[config.mk]
export PLATFORM = sky130hd
export DESIGN_NAME = ddr_arbiter
export DESIGN_NICKNAME = d
export VERILOG_FILES = /design/src/rtl/ddr_arbiter.sv
export SDC_FILE = /design/constraint.sdc
export NUM_CORES = 2
export LEC_CHECK = 0
export BUFFER_PORTS_ARGS = -buffer_cell sky130_fd_sc_hd__buf_2
export CAP_MARGIN = 30
export CORE_AREA = 8 8 639 641
export DETAILED_ROUTE_END_ITERATION = 10
export DIE_AREA = 0 0 647 649
export HOLD_SLACK_MARGIN = 0.05
export PLACE_DENSITY = 0.32
export SLEW_MARGIN = 20
export SYNTH_ARGS = -nofsm -noshare
export SYNTH_HDL_FRONTEND = slang
export SYNTH_SLANG_ARGS = --single-unit
[constraint.sdc]
create_clock -name clk -period 3.1 [get_ports clk]
set_input_delay 0.465 -clock clk [delete_from_list [all_inputs] [get_ports clk]]
set_output_delay 0.465 -clock clk [all_outputs]
set_load 0.02 [all_outputs]
[src/rtl/ddr_arbiter.sv]
// Two-port (instruction/data) round-robin arbiter in front of a DDR user
// interface. One transaction in flight; all outputs come straight from flops.
module ddr_arbiter #(
  parameter int unsigned TIMEOUT_CYCLES = 1023
) (
  input  logic         clk,
  input  logic         rst_n,
  input  logic         ic_req,
  input  logic         ic_write,
  input  logic [29:0]  ic_addr,
  input  logic [255:0] ic_wdata,
  output logic         ic_ack,
  output logic [255:0] ic_rdata,
  input  logic         dc_req,
  input  logic         dc_write,
  input  logic [29:0]  dc_addr,
  input  logic [255:0] dc_wdata,
  output logic         dc_ack,
  output logic [255:0] dc_rdata,
  output logic         ram_en,
  output logic         ram_write,
  output logic [29:0]  ram_addr,
  output logic [255:0] data_to_ram,
  input  logic         ram_rdy,
  input  logic [255:0] block_out,
  output logic         timeout_err
);

  typedef enum logic [1:0] {IDLE, BUSY, ACK} state_t;

  localparam logic [15:0] TO_LIMIT = 16'(TIMEOUT_CYCLES);

  state_t         state_q, state_d;
  logic           gnt_dc_q, gnt_dc_d;    // port currently being served
  logic           last_dc_q, last_dc_d;  // port granted last (0 = ic)
  logic [15:0]    cnt_q, cnt_d;
  logic           ram_en_q, ram_en_d;
  logic           ram_write_q, ram_write_d;
  logic [29:0]    ram_addr_q, ram_addr_d;
  logic [255:0]   data_to_ram_q, data_to_ram_d;
  logic           ic_ack_q, ic_ack_d;
  logic           dc_ack_q, dc_ack_d;
  logic [255:0]   ic_rdata_q, ic_rdata_d;
  logic [255:0]   dc_rdata_q, dc_rdata_d;
  logic           timeout_err_q, timeout_err_d;
  logic           pick_dc;

  // Next-state, arbitration and command/response updates
  always_comb begin
    state_d       = state_q;
    gnt_dc_d      = gnt_dc_q;
    last_dc_d     = last_dc_q;
    cnt_d         = cnt_q;
    ram_en_d      = ram_en_q;
    ram_write_d   = ram_write_q;
    ram_addr_d    = ram_addr_q;
    data_to_ram_d = data_to_ram_q;
    ic_ack_d      = 1'b0;
    dc_ack_d      = 1'b0;
    ic_rdata_d    = ic_rdata_q;
    dc_rdata_d    = dc_rdata_q;
    timeout_err_d = timeout_err_q;
    // dc wins when alone, or on a tie when ic was granted last
    pick_dc       = dc_req && (!ic_req || !last_dc_q);
    unique case (state_q)
      IDLE: begin
        if (ic_req || dc_req) begin
          gnt_dc_d      = pick_dc;
          last_dc_d     = pick_dc;
          ram_en_d      = 1'b1;
          ram_write_d   = pick_dc ? dc_write : ic_write;
          ram_addr_d    = pick_dc ? dc_addr  : ic_addr;
          data_to_ram_d = pick_dc ? dc_wdata : ic_wdata;
          cnt_d         = 16'd0;
          state_d       = BUSY;
        end
      end
      BUSY: begin
        cnt_d = (cnt_q == 16'hFFFF) ? cnt_q : cnt_q + 16'd1;
        if (cnt_d == TO_LIMIT) timeout_err_d = 1'b1;
        // cnt_q == 0 marks the guard cycle where ram_rdy is still stale
        if (cnt_q != 16'd0 && ram_rdy) begin
          ram_en_d = 1'b0;
          if (gnt_dc_q) begin
            dc_ack_d = 1'b1;
            if (!ram_write_q) dc_rdata_d = block_out;
          end else begin
            ic_ack_d = 1'b1;
            if (!ram_write_q) ic_rdata_d = block_out;
          end
          state_d = ACK;
        end
      end
      ACK:     state_d = IDLE;
      default: state_d = IDLE;
    endcase
  end

  // State and output registers, synchronous active-low reset
  always_ff @(posedge clk) begin
    if (!rst_n) begin
      state_q       <= IDLE;
      gnt_dc_q      <= 1'b0;
      last_dc_q     <= 1'b0;
      cnt_q         <= 16'd0;
      ram_en_q      <= 1'b0;
      ram_write_q   <= 1'b0;
      ram_addr_q    <= 30'd0;
      data_to_ram_q <= 256'd0;
      ic_ack_q      <= 1'b0;
      dc_ack_q      <= 1'b0;
      ic_rdata_q    <= 256'd0;
      dc_rdata_q    <= 256'd0;
      timeout_err_q <= 1'b0;
    end else begin
      state_q       <= state_d;
      gnt_dc_q      <= gnt_dc_d;
      last_dc_q     <= last_dc_d;
      cnt_q         <= cnt_d;
      ram_en_q      <= ram_en_d;
      ram_write_q   <= ram_write_d;
      ram_addr_q    <= ram_addr_d;
      data_to_ram_q <= data_to_ram_d;
      ic_ack_q      <= ic_ack_d;
      dc_ack_q      <= dc_ack_d;
      ic_rdata_q    <= ic_rdata_d;
      dc_rdata_q    <= dc_rdata_d;
      timeout_err_q <= timeout_err_d;
    end
  end

  assign ram_en      = ram_en_q;
  assign ram_write   = ram_write_q;
  assign ram_addr    = ram_addr_q;
  assign data_to_ram = data_to_ram_q;
  assign ic_ack      = ic_ack_q;
  assign dc_ack      = dc_ack_q;
  assign ic_rdata    = ic_rdata_q;
  assign dc_rdata    = dc_rdata_q;
  assign timeout_err = timeout_err_q;

endmodule

# Yosys cells after proc, flatten, opt, wreduce, memory -nomap -nowiden

Index checks and enable logic that the tools add are counted.

Logic and storage cells: 51
Input port bits: 835
Output and inout bits: 803
Bits in registers: 822

Add/subtract/negate cells: 1
Muxes and demuxes: 14
Bitwise logic cells: 2
Reductions and logical operators: 17
Equal/unequal tests: 5

Operators by type and width:

| operator              | number |
|---|---|
| $mux 256              | 1 |
| $mux 16               | 2 |
| $pmux 16 s2           | 1 |
| $mux 30               | 1 |
| $add 16x1->16 const B | 1 |
| $eq 16x10->1 const B  | 1 |
| $eq 16x16->1 const B  | 1 |
| $reduce_bool 16->1    | 1 |
| $reduce_and 2->1      | 4 |
| $reduce_and 4->1      | 2 |
| $reduce_and 3->1      | 2 |
| $mux 1                | 5 |
| $mux 2                | 2 |
| $ne 2x2->1 const B    | 2 |
| $pmux 2 s2            | 1 |
| $eq 2x1->1 const B    | 1 |
| $logic_and 1x1->1     | 2 |
| $logic_not 1->1       | 2 |
| $logic_not 2->1       | 1 |
| $logic_or 1x1->1      | 2 |
| $not 1->1             | 2 |
| $pmux 1 s2            | 1 |
| $reduce_bool 2->1     | 1 |

# Longest topological paths before layout

Depth in word-level cells: 4
Gate-level depth with buffers: 11
Gate-level depth less buffers: 8

# Worst setup path before layout

No wires, ideal clock.

Path kind: flip-flop to flip-flop
Start: register cnt_q[0]
End: register cnt_q[8]
Arrival: 1841 ps
Path buffers: 2
Library setup time: 119 ps
Path slack: 1141 ps
Cell stages (with the launch flop): 10
Period minus slack after synthesis: 1959 ps
Required time: 2981 ps
Cells stage by stage: dfxtp_1 -> ha_1 -> and4_1 -> buf_2 -> and3_1 -> nand2_1 -> buf_4 -> nand4_1 -> and2_1 -> o221a_2

Cells in the longest elaborated chain, start to end: 3
Elaborated cells on any way between the ends: 4
Those cells by class: 1 x add/sub; 1 x eq/ne; 2 x mux

RTL lines:

| what                                          | RTL line | text |
|---|---|---|
| start: declaration                            | 36       | `logic [15:0] cnt_q, cnt_d;` |
| start signal: assignment                      | 119      | `cnt_q <= cnt_d;` |
| $add 16x1->16 or $eq 16x16->1 (tied branches) | 79       | `cnt_d = (cnt_q == 16'hFFFF) ? cnt_q : cnt_q + 16'd1;` |
| $mux 16 (*)                                   | 79       |  |
| $pmux 16 s2 (*)                               | 65       | `unique case (state_q)` |

Every way passes the cells marked *; elsewhere a longest branch is shown, timed or not.
A chain may end at the register's enable or synchronous reset.

# Worst setup path in the final report

Start: register last_dc_q
End: register data_to_ram_q[21], in the netlist data_to_ram[21]

Cells in the longest elaborated chain, start to end: 4

RTL lines:

| what                     | RTL line | text |
|---|---|---|
| start: declaration       | 35       | `logic last_dc_q, last_dc_d;` |
| start signal: assignment | 118      | `last_dc_q <= last_dc_d;` |
| $logic_not 1->1          | 64       | `pick_dc = dc_req && (!ic_req \|\| !last_dc_q);` |
| $logic_or 1x1->1         | 64       |  |
| $logic_and 1x1->1        | 64       |  |
| $mux 256                 | 73       | `data_to_ram_d = pick_dc ? dc_wdata : ic_wdata;` |
| end signal: assignment   | 123      | `data_to_ram_q <= data_to_ram_d;` |
| end: declaration         | 40       | `logic [255:0] data_to_ram_q, data_to_ram_d;` |

No other way between the ends.

==> impl_metrics.tcl <==
set metrics [dict create \
    outcome "finished, final reports clean" \
    use_met1_pct 12.9 \
    synth_area_leaders "dfxtp_1 (50%), nand2_1 (18%), a21boi_1 (11%), o211a_1 (8.7%), nand3_1 (4.4%)" \
    synth_cell_type_count 48 \
    rsz0062_at_grt "false" \
    powerDensity_nw_per_um2 534 \
    cts_tree "built" \
    critPathRequiredTime_ns 3.86 \
    multi_input_comb_area_um2 15100 \
    slew_headroom_pct 55.7 \
    cp.arrival_ns 3.58 \
    synth_warnings 0 \
    core_area_um2 398000 \
    reg2reg_slack_ns 0.27 \
    p_leak_nw 26.6 \
    fin_area_um2 58400 \
    holdWs_ns 0.139 \
    vias_per_cell 3.27 \
    hold_depth 4 \
    portBuffers 1637 \
    drc 0 \
    yosysTopAreaCell "dfxtp_1" \
    num-fill-cells 45645 \
    period_needed_ns 2.83 \
    wl_um 266000 \
    cts_root_buffer "clkbuf_16" \
    cts_setup_buffers 0 \
    clkSlewWorstSetupHoldPaths_ns 0.06 \
    synth_area_um2 33200 \
    initialDrtViolationCount 2259 \
    async_flop_share_pct 0 \
    slew_violations 0 \
    final-hold-violation-count 0 \
    clk_path_buf_depth 4 \
    worst_pin_slew_ns 0.662 \
    crit_path_max_fanout 28 \
    dp_cells 10686 \
    fin_setup_tns_ns 0 \
    grt_max_degree 148 \
    avgSynthCellArea_um2 8.32 \
    ioPinCount 1638 \
    drive_gt1_share_pct 31.3 \
    syn2layout_area_growth_pct 75.6 \
    rows 232 \
    gr-total-overflow 0 \
    grt_first_pass_wirelength_um 355000 \
    rr_worst_depth 8 \
    yosysSeqAreaShare_pct 49.5 \
    layout.nets 7018 \
    startpoint_type "flop" \
    cts_buffers 115 \
    cts.htree.levels 3 \
    gp_congestion 0.988 \
    antenna_left 0 \
    fmax_ghz 0.354 \
    met2_usage_pct 23.1 \
    vias 37861 \
    grt_pass1_vias 39571 \
    wl_per_cell_um 23.0 \
    instances_no_fill 11563 \
    dieHeight_um 649 \
    synth_ff_type "dfxtp_1" \
    dr.pass1.iters 8 \
    grt_antenna_before_repair 105 \
    regArea_um2 16500 \
    finClkSkew_ns 0.0416 \
    top_usage_layer "met2" \
    netlist_instances 3995 \
    grt_use_total_pct 12.1 \
    critPathCaptureType "flop" \
    syn_nets 4832 \
    hp-class "primary input to flop" \
    die_w_um 647 \
    dp_hpwl_um 220000 \
    setup_viol 0 \
    synth_edf_count 0 \
    place_area_um2 47900 \
    clk_latency_ns 0.85 \
    cts_sinks 822 \
    die_area_um2 420000 \
    worstSetupPathType "flop to flop" \
    peakVddDrop_v 0.000371 \
    ys_seq_elements 822 \
    total_power_mw 31.2 \
    met3_usage_pct 3.54 \
    post-route-period-util_pct 91.2 \
    start_util_pct 8.35 \
    synth_top_area_share_pct 49.5 \
    cap_viol_max_count 0 \
]
-- repair_timing --
item                                   CTS  global route
endpoints found under the hold margin  758             0
hold buffers                           643             0
setup endpoints to repair                0             5
resized for setup                        0             2
-- sequential cells by signal, summed over array words and instances (netlist names), 2 cells and up --
register and count:
data_to_ram 256, state_q 2, ram_addr 30, ic_rdata 256, cnt_q 16, dc_rdata 256
-- final timing paths --
check                              from                           end
max              last_dc_q$_SDFFE_PN0P_  data_to_ram[21]$_SDFFE_PN0P_
min                        ic_wdata[48]  data_to_ram[48]$_SDFFE_PN0P_
max reg2reg      last_dc_q$_SDFFE_PN0P_  data_to_ram[21]$_SDFFE_PN0P_
min reg2reg  dc_rdata[151]$_SDFFE_PN0P_    dc_rdata[151]$_SDFFE_PN0P_
-- where the power goes --
group	total (mW)	leakage [nW]	internal [mW]	switching, mW
logic	5.66	18.0	2.26	3.40
clock network	14.1	1.93	8.45	5.66
registers	11.4	6.70	11.1	0.304
total	31.2	26.6	21.8	9.36
-- through the flow --
stage	setup slack, ns	util (%)
6_report	0.274	14.7
5_1_grt	0.147	14.7
4_1_cts	0.0635	14.6
3_5_place_dp	0.372	12.0
3_3_place_gp	0.371	12.0
2_1_floorplan	1.14	-
-- cells in the mapped netlist, types with 4 or more instances --
library cell / n
buf_6: 43
a31oi_1: 5
dfxtp_1: 822
nor2_1: 9
nor2b_1: 6
a21oi_1: 9
buf_2: 50
inv_1: 6
and2_1: 7
clkbuf_1: 223
nand2_1: 1618
nor3_1: 5
and3_1: 6
a21boi_1: 481
and4_1: 4
buf_4: 13
o21ai_0: 11
a21boi_0: 34
o211a_1: 288
nand3_1: 294
nand4_1: 9
buf_1: 12
-- routing by layer --
layer / up-vias / part of all wire (%)
li1: 17765 / -
met1: 18240 / 37
met2: 1401 / 53
met3: 399 / 7.2
met4: 56 / 2.7
met5: - / 0.17
-- kinds of logic after synthesis --
| group | Yosys count | synth area share [%] |
|---|---|---|
| buffers and inverters | 347 | 5.22 |
| xor gates and xnor gates | 4 | 0.105 |
| DFF | 822 | 49.5 |
| and+or+nand+nor | 1976 | 24.0 |
| adders and majority gates | 2 | 0.0753 |
| AOI/OAI and AO/OA | 840 | 21.0 |
| muxes | 4 | 0.124 |
-- worst max-delay path: stages (launching register included) --
cell and delay (ns):
dfxtp_2 0.40, nand2_1 0.25, and2_4 0.51, buf_12 0.26, buf_4 0.28, nand2_1 0.14, nand3_1 0.10, dlygate4sd3_1 0.54
o211a_1 0.13
-- cell type report --
cell class              instances  area share, %
flip-flops and latches        822           28.2
repair buffers               2410           27.7
multi-input cells            2826           25.9
well taps                    5265           11.3
clock buffers                 156           5.61
clock inverters                42           1.11
diodes                         36          0.154
inverters                       6         0.0386
-- placed cells by master, fill, tap and decap left out, types with 13 or more instances in the layout --
cell / instances
a21boi_0: 34
a21boi_1: 481
buf_12: 46
buf_2: 1636
buf_4: 84
bufinv_16: 13
clkbuf_1: 17
clkbuf_16: 115
clkbuf_8: 24
clkinv_2: 15
dfxtp_1: 821
diode_2: 36
dlygate4sd3_1: 643
nand2_1: 1617
nand3_1: 294
o211a_1: 288
Power figures use the tool's default switching activity.
